**config.mk**
```make
export PLATFORM = sky130hd
export DESIGN_NAME = change_dispenser_flat
export DESIGN_NICKNAME = d
export VERILOG_FILES = /design/src/rtl/change_dispenser_if.sv /design/src/rtl/change_dispenser.sv /design/src/flat_wrapper.sv
export SDC_FILE = /design/constraint.sdc
export NUM_CORES = 1
export LEC_CHECK = 0
export BUFFER_PORTS_ARGS = -buffer_cell sky130_fd_sc_hd__buf_2
export CAP_MARGIN = 20
export CORE_ASPECT_RATIO = 1.2
export CORE_MARGIN = 5
export CORE_UTILIZATION = 30
export DETAILED_ROUTE_END_ITERATION = 16
export REMOVE_ABC_BUFFERS = 1
export SLEW_MARGIN = 20
export SYNTH_ARGS = -nofsm -noshare
export SYNTH_HDL_FRONTEND = slang
export SYNTH_SLANG_ARGS = --single-unit
```
**constraint.sdc**
```tcl
create_clock -name clk -period 2.7 [get_ports clk]
set_input_delay 0.135 -clock clk [delete_from_list [all_inputs] [get_ports clk]]
set_output_delay 0.135 -clock clk [all_outputs]
set_load 0.01 [all_outputs]
```
**src/rtl/change_dispenser_if.sv**
```systemverilog
// rtl/change_dispenser_if.sv - request/status bundle between the vending controller and the change dispenser
//
// Ports (slave = dispenser side):
//   start      in   one-cycle pay request
//   amount     in   change to pay, 10-cent units
//   hold       in   tray-full pause, freezes the inter-coin gap
//   busy       out  payout in progress
//   coin_out   out  one-hot hopper release [3]=100 [2]=50 [1]=20 [0]=10
//   remaining  out  amount still to pay
//   coins_paid out  coins released since last accepted start (saturating)
//   done       out  one-cycle completion pulse
//   short      out  residue below 10 could not be paid
interface change_dispenser_if;
  logic       start;
  logic [9:0] amount;
  logic       hold;
  logic       busy;
  logic [3:0] coin_out;
  logic [9:0] remaining;
  logic [3:0] coins_paid;
  logic       done;
  logic       short;

  modport master (
    output start, amount, hold,
    input  busy, coin_out, remaining, coins_paid, done, short
  );

  modport slave (
    input  start, amount, hold,
    output busy, coin_out, remaining, coins_paid, done, short
  );
endinterface

```
**src/rtl/change_dispenser.sv**
```systemverilog
// rtl/change_dispenser.sv - greedy coin payout as timed hopper-release pulses
//
// Ports:
//   clk    in  system clock
//   rst_n  in  synchronous active-low reset
//   bus    change_dispenser_if.slave: start/amount/hold in,
//          busy/coin_out/remaining/coins_paid/done/short out
module change_dispenser #(
  parameter int PULSE_CYCLES = 10_000_000,
  parameter int GAP_CYCLES   = 10_000_000,
  parameter int CNT_W        = 24
) (
  input  logic              clk,
  input  logic              rst_n,
  change_dispenser_if.slave bus
);

  typedef enum logic [2:0] {
    S_IDLE,
    S_SELECT,
    S_PULSE,
    S_GAP,
    S_DONE
  } state_t;

  state_t           state_q, state_d;
  logic [CNT_W-1:0] timer_q;
  logic [9:0]       remaining_q;
  logic [9:0]       denom_q;
  logic [3:0]       coins_paid_q;
  logic [3:0]       coin_q, coin_d;
  logic             busy_q, busy_d;
  logic             done_q, done_d;
  logic             short_q;

  logic [3:0]       sel_onehot;
  logic [9:0]       sel_value;

  // Largest denomination not exceeding what is still owed.
  always_comb begin
    sel_onehot = 4'b0000;
    sel_value  = 10'd0;
    if (remaining_q >= 10'd100) begin
      sel_onehot = 4'b1000;
      sel_value  = 10'd100;
    end else if (remaining_q >= 10'd50) begin
      sel_onehot = 4'b0100;
      sel_value  = 10'd50;
    end else if (remaining_q >= 10'd20) begin
      sel_onehot = 4'b0010;
      sel_value  = 10'd20;
    end else if (remaining_q >= 10'd10) begin
      sel_onehot = 4'b0001;
      sel_value  = 10'd10;
    end
  end

  // Next state
  always_comb begin
    state_d = state_q;
    unique case (state_q)
      S_IDLE:   if (bus.start) state_d = S_SELECT;
      S_SELECT: state_d = (sel_onehot != 4'b0000) ? S_PULSE : S_DONE;
      S_PULSE:  if (timer_q == '0) state_d = S_GAP;
      S_GAP:    if (!bus.hold && timer_q == '0) state_d = S_SELECT;
      S_DONE:   state_d = S_IDLE;
      default:  state_d = S_IDLE;
    endcase
  end

  // Next values of the registered outputs; registering coin_out keeps the
  // solenoid drive glitch-free.
  always_comb begin
    coin_d = 4'b0000;
    busy_d = (state_d != S_IDLE);
    done_d = (state_d == S_DONE);
    unique case (state_q)
      S_SELECT: coin_d = sel_onehot;
      S_PULSE:  coin_d = (timer_q == '0) ? 4'b0000 : coin_q;
      default:  coin_d = 4'b0000;
    endcase
  end

  // State register and datapath
  always_ff @(posedge clk) begin
    if (!rst_n) begin
      state_q      <= S_IDLE;
      timer_q      <= '0;
      remaining_q  <= '0;
      denom_q      <= '0;
      coins_paid_q <= '0;
      coin_q       <= '0;
      busy_q       <= 1'b0;
      done_q       <= 1'b0;
      short_q      <= 1'b0;
    end else begin
      state_q <= state_d;
      coin_q  <= coin_d;
      busy_q  <= busy_d;
      done_q  <= done_d;
      unique case (state_q)
        S_IDLE: begin
          if (bus.start) begin
            remaining_q  <= bus.amount;
            coins_paid_q <= '0;
            short_q      <= 1'b0;
          end
        end
        S_SELECT: begin
          if (sel_onehot != 4'b0000) begin
            timer_q <= CNT_W'(PULSE_CYCLES - 1);
            denom_q <= sel_value;
          end else begin
            // Entering DONE: flag a residue that no coin can cover.
            short_q <= (remaining_q != 10'd0);
          end
        end
        S_PULSE: begin
          if (timer_q == '0) begin
            remaining_q <= remaining_q - denom_q;
            if (coins_paid_q != 4'hF) coins_paid_q <= coins_paid_q + 4'd1;
            timer_q <= CNT_W'(GAP_CYCLES - 1);
          end else begin
            timer_q <= timer_q - 1'b1;
          end
        end
        S_GAP: begin
          if (!bus.hold && timer_q != '0) timer_q <= timer_q - 1'b1;
        end
        default: ;
      endcase
    end
  end

  assign bus.busy       = busy_q;
  assign bus.coin_out   = coin_q;
  assign bus.remaining  = remaining_q;
  assign bus.coins_paid = coins_paid_q;
  assign bus.done       = done_q;
  assign bus.short      = short_q;

endmodule

```
**src/flat_wrapper.sv**
```systemverilog
// flat-port wrapper written by rule: the top's interface ports become plain ports
module change_dispenser_flat 
#(
  parameter int PULSE_CYCLES = 10_000_000,
  parameter int GAP_CYCLES   = 10_000_000,
  parameter int CNT_W        = 24
)
  (clk, rst_n, bus_start, bus_amount, bus_hold, bus_busy, bus_coin_out, bus_remaining, bus_coins_paid, bus_done, bus_short);
  change_dispenser_if bus_i ();
  input  logic clk;
  input  logic rst_n;
  input wire logic [$bits(bus_i.start)-1:0] bus_start;
  input wire logic [$bits(bus_i.amount)-1:0] bus_amount;
  input wire logic [$bits(bus_i.hold)-1:0] bus_hold;
  output wire logic [$bits(bus_i.busy)-1:0] bus_busy;
  output wire logic [$bits(bus_i.coin_out)-1:0] bus_coin_out;
  output wire logic [$bits(bus_i.remaining)-1:0] bus_remaining;
  output wire logic [$bits(bus_i.coins_paid)-1:0] bus_coins_paid;
  output wire logic [$bits(bus_i.done)-1:0] bus_done;
  output wire logic [$bits(bus_i.short)-1:0] bus_short;
  assign bus_i.start = bus_start;
  assign bus_i.amount = bus_amount;
  assign bus_i.hold = bus_hold;
  assign bus_busy = bus_i.busy;
  assign bus_coin_out = bus_i.coin_out;
  assign bus_remaining = bus_i.remaining;
  assign bus_coins_paid = bus_i.coins_paid;
  assign bus_done = bus_i.done;
  assign bus_short = bus_i.short;
  change_dispenser #(.PULSE_CYCLES(PULSE_CYCLES), .GAP_CYCLES(GAP_CYCLES), .CNT_W(CNT_W)) u_core (.clk(clk), .rst_n(rst_n), .bus(bus_i));
endmodule
```
==> results of run 1 <==
layer usage:
metal / vias up / part of all wire (%) / routed length (um) / track usage (%)
li1: 1376 / - / - / -
met1: 1292 / 45 / 3403 / 16.34
met2: 38 / 51 / 3900 / 24.87
met3: 2 / 3.6 / 277 / 2.253
met4: 0 / 0.38 / 29 / 3.643
met5: - / 0 / 0 / 0
placed cells by master, fill, tap and decap left out, types with 6 or more instances in the layout:
cell,netlist,layout
buf_2,5,34
nor2_1,25,25
o21ai_0,26,26
nor4_1,8,8
a21oi_1,28,28
or4_1,11,11
dfxtp_1,54,54
inv_1,14,14
nor3_1,11,11
ha_1,9,9
or3_1,15,15
o31ai_1,11,11
a31oi_1,11,11
a211oi_1,6,6
nand2_1,26,26
nand3_1,7,7
buf_4,0,11
final cells by class:
cell class,count,area [um2],area share [%]
Timing Repair Buffer,45,252.7,7.490
Clock buffer,5,125.1,3.708
Clock inverter,2,38.79,1.149
Sequential cell,54,1081,32.04
Multi-Input combinational cell,263,1667,49.39
Tap cell,123,153.9,4.561
Inverter,15,56.30,1.669
final timing paths:
path	depth (start not counted)	slack [ns]	startpoint	to
setup / recovery	8	0.31	u_core.timer_q[0]	u_core.timer_q[15]
setup reg to reg	8	0.31	u_core.timer_q[0]	u_core.timer_q[15]
hold / removal	3	0.1	bus_amount[0]	u_core.bus.remaining[0]
hold reg to reg	2	0.46	u_core.bus.coin_out[3]	u_core.bus.coin_out[3]
power groups by stage:
| stage | combinational (W) | sequential [W] | clock [W] |
|---|---|---|---|
| global placement | 0.000918 | 0.00104 | 0 |
| global route | 0.00108 | 0.00105 | 0.000769 |
| floorplan | 0.000660 | 0.00103 | 0 |
| finish | 0.000945 | 0.00103 | 0.000717 |
| detailed placement | 0.000944 | 0.00104 | 0 |
| CTS | 0.000948 | 0.00103 | 0.000744 |
cell usage after synthesis, types with 5 or more instances:
master,instances
nor2_1,25
nand2_1,26
a21oi_1,28
o21ai_0,26
inv_1,14
nor3_1,11
a31oi_1,11
or3_1,15
dfxtp_1,54
or2_2,5
clkbuf_1,7
ha_1,9
buf_2,5
nor4_1,8
a211oi_1,6
xnor2_1,5
nor2b_1,5
or4_1,11
nand3_1,7
o31ai_1,11
flip-flops by register name (all words and copies together) (netlist names):
name                   cells
u_core.bus.busy            1
u_core.bus.coin_out        4
u_core.bus.coins_paid      4
u_core.bus.done            1
u_core.bus.remaining      10
u_core.bus.short           1
u_core.denom_q             6
u_core.state_q             3
u_core.timer_q            24
critical path, stage by stage, from the launching register on:
cell	delay, ns
dfxtp_1	0.37
inv_1	0.09
ha_1	0.22
and4_1	0.17
a31oi_1	0.37
o211ai_1	0.18
buf_4	0.21
or4_2	0.53
a31oi_1	0.17
through the flow:
step / cell area (um2) / hold slack [ns] / std cells
final: 3374 / 0.09817 / 507
after global routing: 3374 / 0.1062 / 507
after CTS: 3374 / 0.09386 / 507
after detailed placement: 3211 / 0.4025 / 500
after global placement: 3211 / 0.3802 / 500
after floorplan: 2804 / 0.2654 / 332
cells by family after synthesis:
| group | Yosys count |
|---|---|
| fa+ha+maj | 10 |
| simple gates | 135 |
| flops | 54 |
| buf+inv | 27 |
| xor+xnor | 8 |
| compound gates | 110 |
==> out/results.ini, run 1 <==
[flow_run]
drv_cap=0

[die]
coreArea_mm2=0.009418
io_pins=35
die_w_um=99.06
initial_utilization_pct=30.32
chipHeight_um=116.9
dieArea_mm2=0.01158
std_cell_rows=39

[clocking]
root_buffer=clkbuf_16
cts_buffers=5
cts_sinks=54
ctsResizeCount=0
path_clk_slew_ns=0.07
clk_path_buf_depth=2
h-tree-depth=2
cts_tree=yes
post_cts_buffers=0
cts_hold_buf=0
clock_latency_ns=0.29

[cells_and_area]
antenna_cells=0
nets=408
area_growth_pct=18.19
drive_gt1_share_pct=17.71
num-fill-cells=993
fin_util_pct=35.83

[detailed_routing]
via_per_inst=5.341
drt_iter0_drc=102
first_pass_iters=4
wl_um=7611
wire_per_inst_um=15.01
ant_nets=0
drc=0
num_vias=2708

[sta]
fin_setup_tns_ns=0
finClkSkew_ns=0.005576
setup_ws_ns=0.3076
slew_headroom_pct=60.01
hold_viol=0
setup_viol=0
tightest_slew_ns=0.5990
finalCriticalPeriod_ns=2.392
max_freq_mhz=418.0
final_max_slew_viol_count=0
rsz0062_at_grt=no
post-route-period-util_pct=88.61

[global_routing]
grt_max_degree=35
grtUsageTotal_pct=13.53
grt_pass1_wl_um=12850
grt_pass1_vias=2645
grt.overflow.total=0
antenna_found_initial=0

[worst_setup_path]
worstSetupPathType=register to register
start_kind=register
critPathCaptureType=register
crit_required_ns=2.92
worstPathArrival_ns=2.61
worstPathMaxFanout=11

[logic_synthesis]
yosys.area_share.simple_pct=26.51
ys_seq_area_share_pct=37.86
synth.area.top_cells=dfxtp_1, a21oi_1, o21ai_0, ha_1, nand2_1
muxShareOfSynthArea_pct=0
syn_inst=344
async_flop_share_pct=0
synth-compound-area-share_pct=24.76
synth-seq-cells=54
synth_edf_count=0
netlist_area_mm2=0.002855
synth_top_area_share_pct=37.86
synth_cell_type_count=55
synth_area_leader_cell=dfxtp_1
yosysWarnings=0
synth_xor_area_share_pct=2.454
synthAdderAreaFrac_pct=4.645
synth_flop_cell=dfxtp_1
synth_top_family_by_area=simple AND/OR/NAND/NOR gates
avgSynthCellArea_um2=8.300

[power]
ir_worst_vdd_mv=0.2847
netSwitchingPower_w=0.0009622
total_power_w=0.002690
swShare_pct=35.77
p_leak_nw=1.271
power_density_mw_per_mm2=797.1
clock_power_share_pct=26.7
p_comb_share_pct=35.1
p_int_w=0.001727
pwr-share-seq_pct=38.2

[place]
dp_slack_ns=0.3066
gp_congestion=0.8278
io_buffer_count=34
dp_hpwl_um=5701

[min_path]
hp-class=primary input to register

[status]
status=completed

Note: power is estimated with default switching activity, not from simulation.
==> run 2: changes to the inputs <==
Settings changed: CELL_PAD_IN_SITES_DETAIL_PLACEMENT from default to 1, CELL_PAD_IN_SITES_GLOBAL_PLACEMENT from default to 1, CORE_MARGIN 5 to 2, PLACE_DENSITY_LB_ADDON from default to 0.1, SETUP_SLACK_MARGIN from default to 0.15.
==> out/results.ini, run 2 (synthesized netlist as in run 1, its figures left out) <==
[cells_and_area]
regMostFlops=u_core.timer_q
layout_common_cells=dfxtp_1, buf_2, a21oi_1, o21ai_0, nand2_1
antenna_cells=0
finalNonFillerCells=510
finalInstanceArea_mm2=0.003412
final_common_cell=dfxtp_1
nets=410
fin_util_pct=36.42
num-fill-cells=1134
area_growth_pct=19.50
largest_register_ffs=24
drive_gt1_share_pct=18.86

[die]
die_w_um=93.06
io_pins=35
dieArea_mm2=0.01032
coreArea_mm2=0.009369
initial_utilization_pct=30.48
std_cell_rows=39
chipHeight_um=110.9

[detailed_routing]
ant_nets=0
first_pass_iters=4
wl_um=8647
num_vias=2772
drt_iter0_drc=87
drc=0
wire_per_inst_um=16.95
via_per_inst=5.435

[place]
dp_hpwl_um=6438
dpl.cell_count=501
gp_congestion=0.8114
postPlaceCellArea_mm2=0.003218
io_buffer_count=34

[clocking]
cts_sinks=54
clk_path_buf_depth=2
cts_tree=yes
path_clk_slew_ns=0.07
clock_latency_ns=0.30
cts_buffers=5
h-tree-depth=2
root_buffer=clkbuf_16

[sta]
setup_viol=0
fin_setup_tns_ns=0
tightest_slew_ns=0.6535
slew_headroom_pct=56.37
finClkSkew_ns=0.007113
finalCriticalPeriod_ns=2.379
rsz0062_at_grt=no
max_freq_mhz=420.3
post-route-period-util_pct=88.13
hold_viol=0
final_max_slew_viol_count=0

[global_routing]
grt_max_degree=35
grt_util_met1_pct=19.91
grt.overflow.total=0
top_usage_layer=met2
grt_pass1_wl_um=14070
antenna_found_initial=0
met2_usage_pct=31.59
grtUsageTotal_pct=17.36
grt_pass1_vias=2880
grt_util_met3_pct=3.195

[worst_setup_path]
start_kind=register
timing.rr.start=u_core.timer_q[3]
cp_cell_sequence=or4_1 -> nand2b_4 -> nor4_4 -> buf_4 -> a21oi_2 -> or3_1 -> a21oi_1
r2r_cells=7
critPathCaptureType=register
worstPathMaxFanout=13
regToRegSetupSlack_ns=0.32
timing.rr.end=u_core.bus.coins_paid[3]
cp_slowest_cell=or4_1
crit_required_ns=2.94
worstPathArrival_ns=2.62
path_delay_family=simple AND/OR/NAND/NOR gates
worstSetupPathType=register to register
path_buf_inv=1
worst-path-stages=7
cpPeakStageDelay_ns=0.67

[power]
p_leak_nw=1.291
power_density_mw_per_mm2=816.5
ir_worst_vdd_mv=0.2612
total_power_w=0.002786

[status]
status=completed

[min_path]
hold_depth=3
holdCritStartpoint=bus_amount[0]
hp-class=primary input to register
hold_end=u_core.bus.remaining[0]

[flow_run]
drv_cap=0

-- run 2: cell types whose count changed in the layout (fill, tap and decap cells not counted) --
cell,previous run,this run
clkbuf_8,0,1
clkinv_4,1,0
nor2b_1,5,4
nor2b_2,0,1
a31oi_1,11,10
buf_4,11,13
inv_6,0,1
a31oi_2,0,1
-- run 2: final cells by class --
| cell class | instances | area [um2] | share of cell area (%) |
|---|---|---|---|
| Timing Repair Buffer | 47 | 267.8 | 7.847 |
| Clock inverter | 2 | 38.79 | 1.137 |
| Clock buffer | 6 | 138.9 | 4.070 |
| Sequential cell | 54 | 1081 | 31.68 |
| Tap cell | 123 | 153.9 | 4.510 |
| Inverter | 15 | 56.30 | 1.650 |
| Multi-Input combinational cell | 263 | 1675 | 49.10 |
-- run 2: how the worst max path moves through the flow --
stage                            startpoint                  endpoint  slack, ns
after detailed placement  u_core.timer_q[3]  u_core.bus.coins_paid[3]       0.20
after global placement    u_core.timer_q[3]  u_core.bus.coins_paid[3]       0.26
after floorplan           u_core.timer_q[3]        u_core.timer_q[10]       0.33
final                     u_core.timer_q[3]  u_core.bus.coins_paid[3]       0.32
after CTS                 u_core.timer_q[3]  u_core.bus.coins_paid[3]       0.19
after global routing      u_core.timer_q[3]        u_core.timer_q[18]       0.16
-- run 2: what timing repair did --
item,in CTS,in global routing
endpoints found under the setup margin,0,19
setup buffers,0,1
hold endpoints to repair,0,0
hold buffers,0,0
resized for setup,0,2
-- run 2: metrics by stage --
step / hold WS [ns] / setup slack (ns)
after detailed placement: 0.3931 / 0.2039
final: 0.08038 / 0.3206
after floorplan: 0.2654 / 0.3332
after CTS: 0.07136 / 0.1863
after global routing: 0.07955 / 0.1612
after global placement: 0.3858 / 0.2603
-- run 2: worst reg2reg max path: stages (launching register included) --
cell and delay (ns):
dfxtp_1 0.36, or4_1 0.67, nand2b_4 0.27, nor4_4 0.26, buf_4 0.18, a21oi_2 0.10, or3_1 0.35, a21oi_1 0.13
-- run 2: where the power goes --
group / leakage, nW / switching [W] / internal, W
Combinational: 0.761 / 0.000590 / 0.000387
Sequential: 0.442 / 0.000119 / 0.000909
Clock: 0.0875 / 0.000314 / 0.000467
-- run 2: per-layer routing --
layer | share of wire, % | routed length, um
met1 | 43 | 3703
met5 | 0 | 0
met4 | 1.9 | 165
met3 | 2.8 | 238
met2 | 52 | 4539
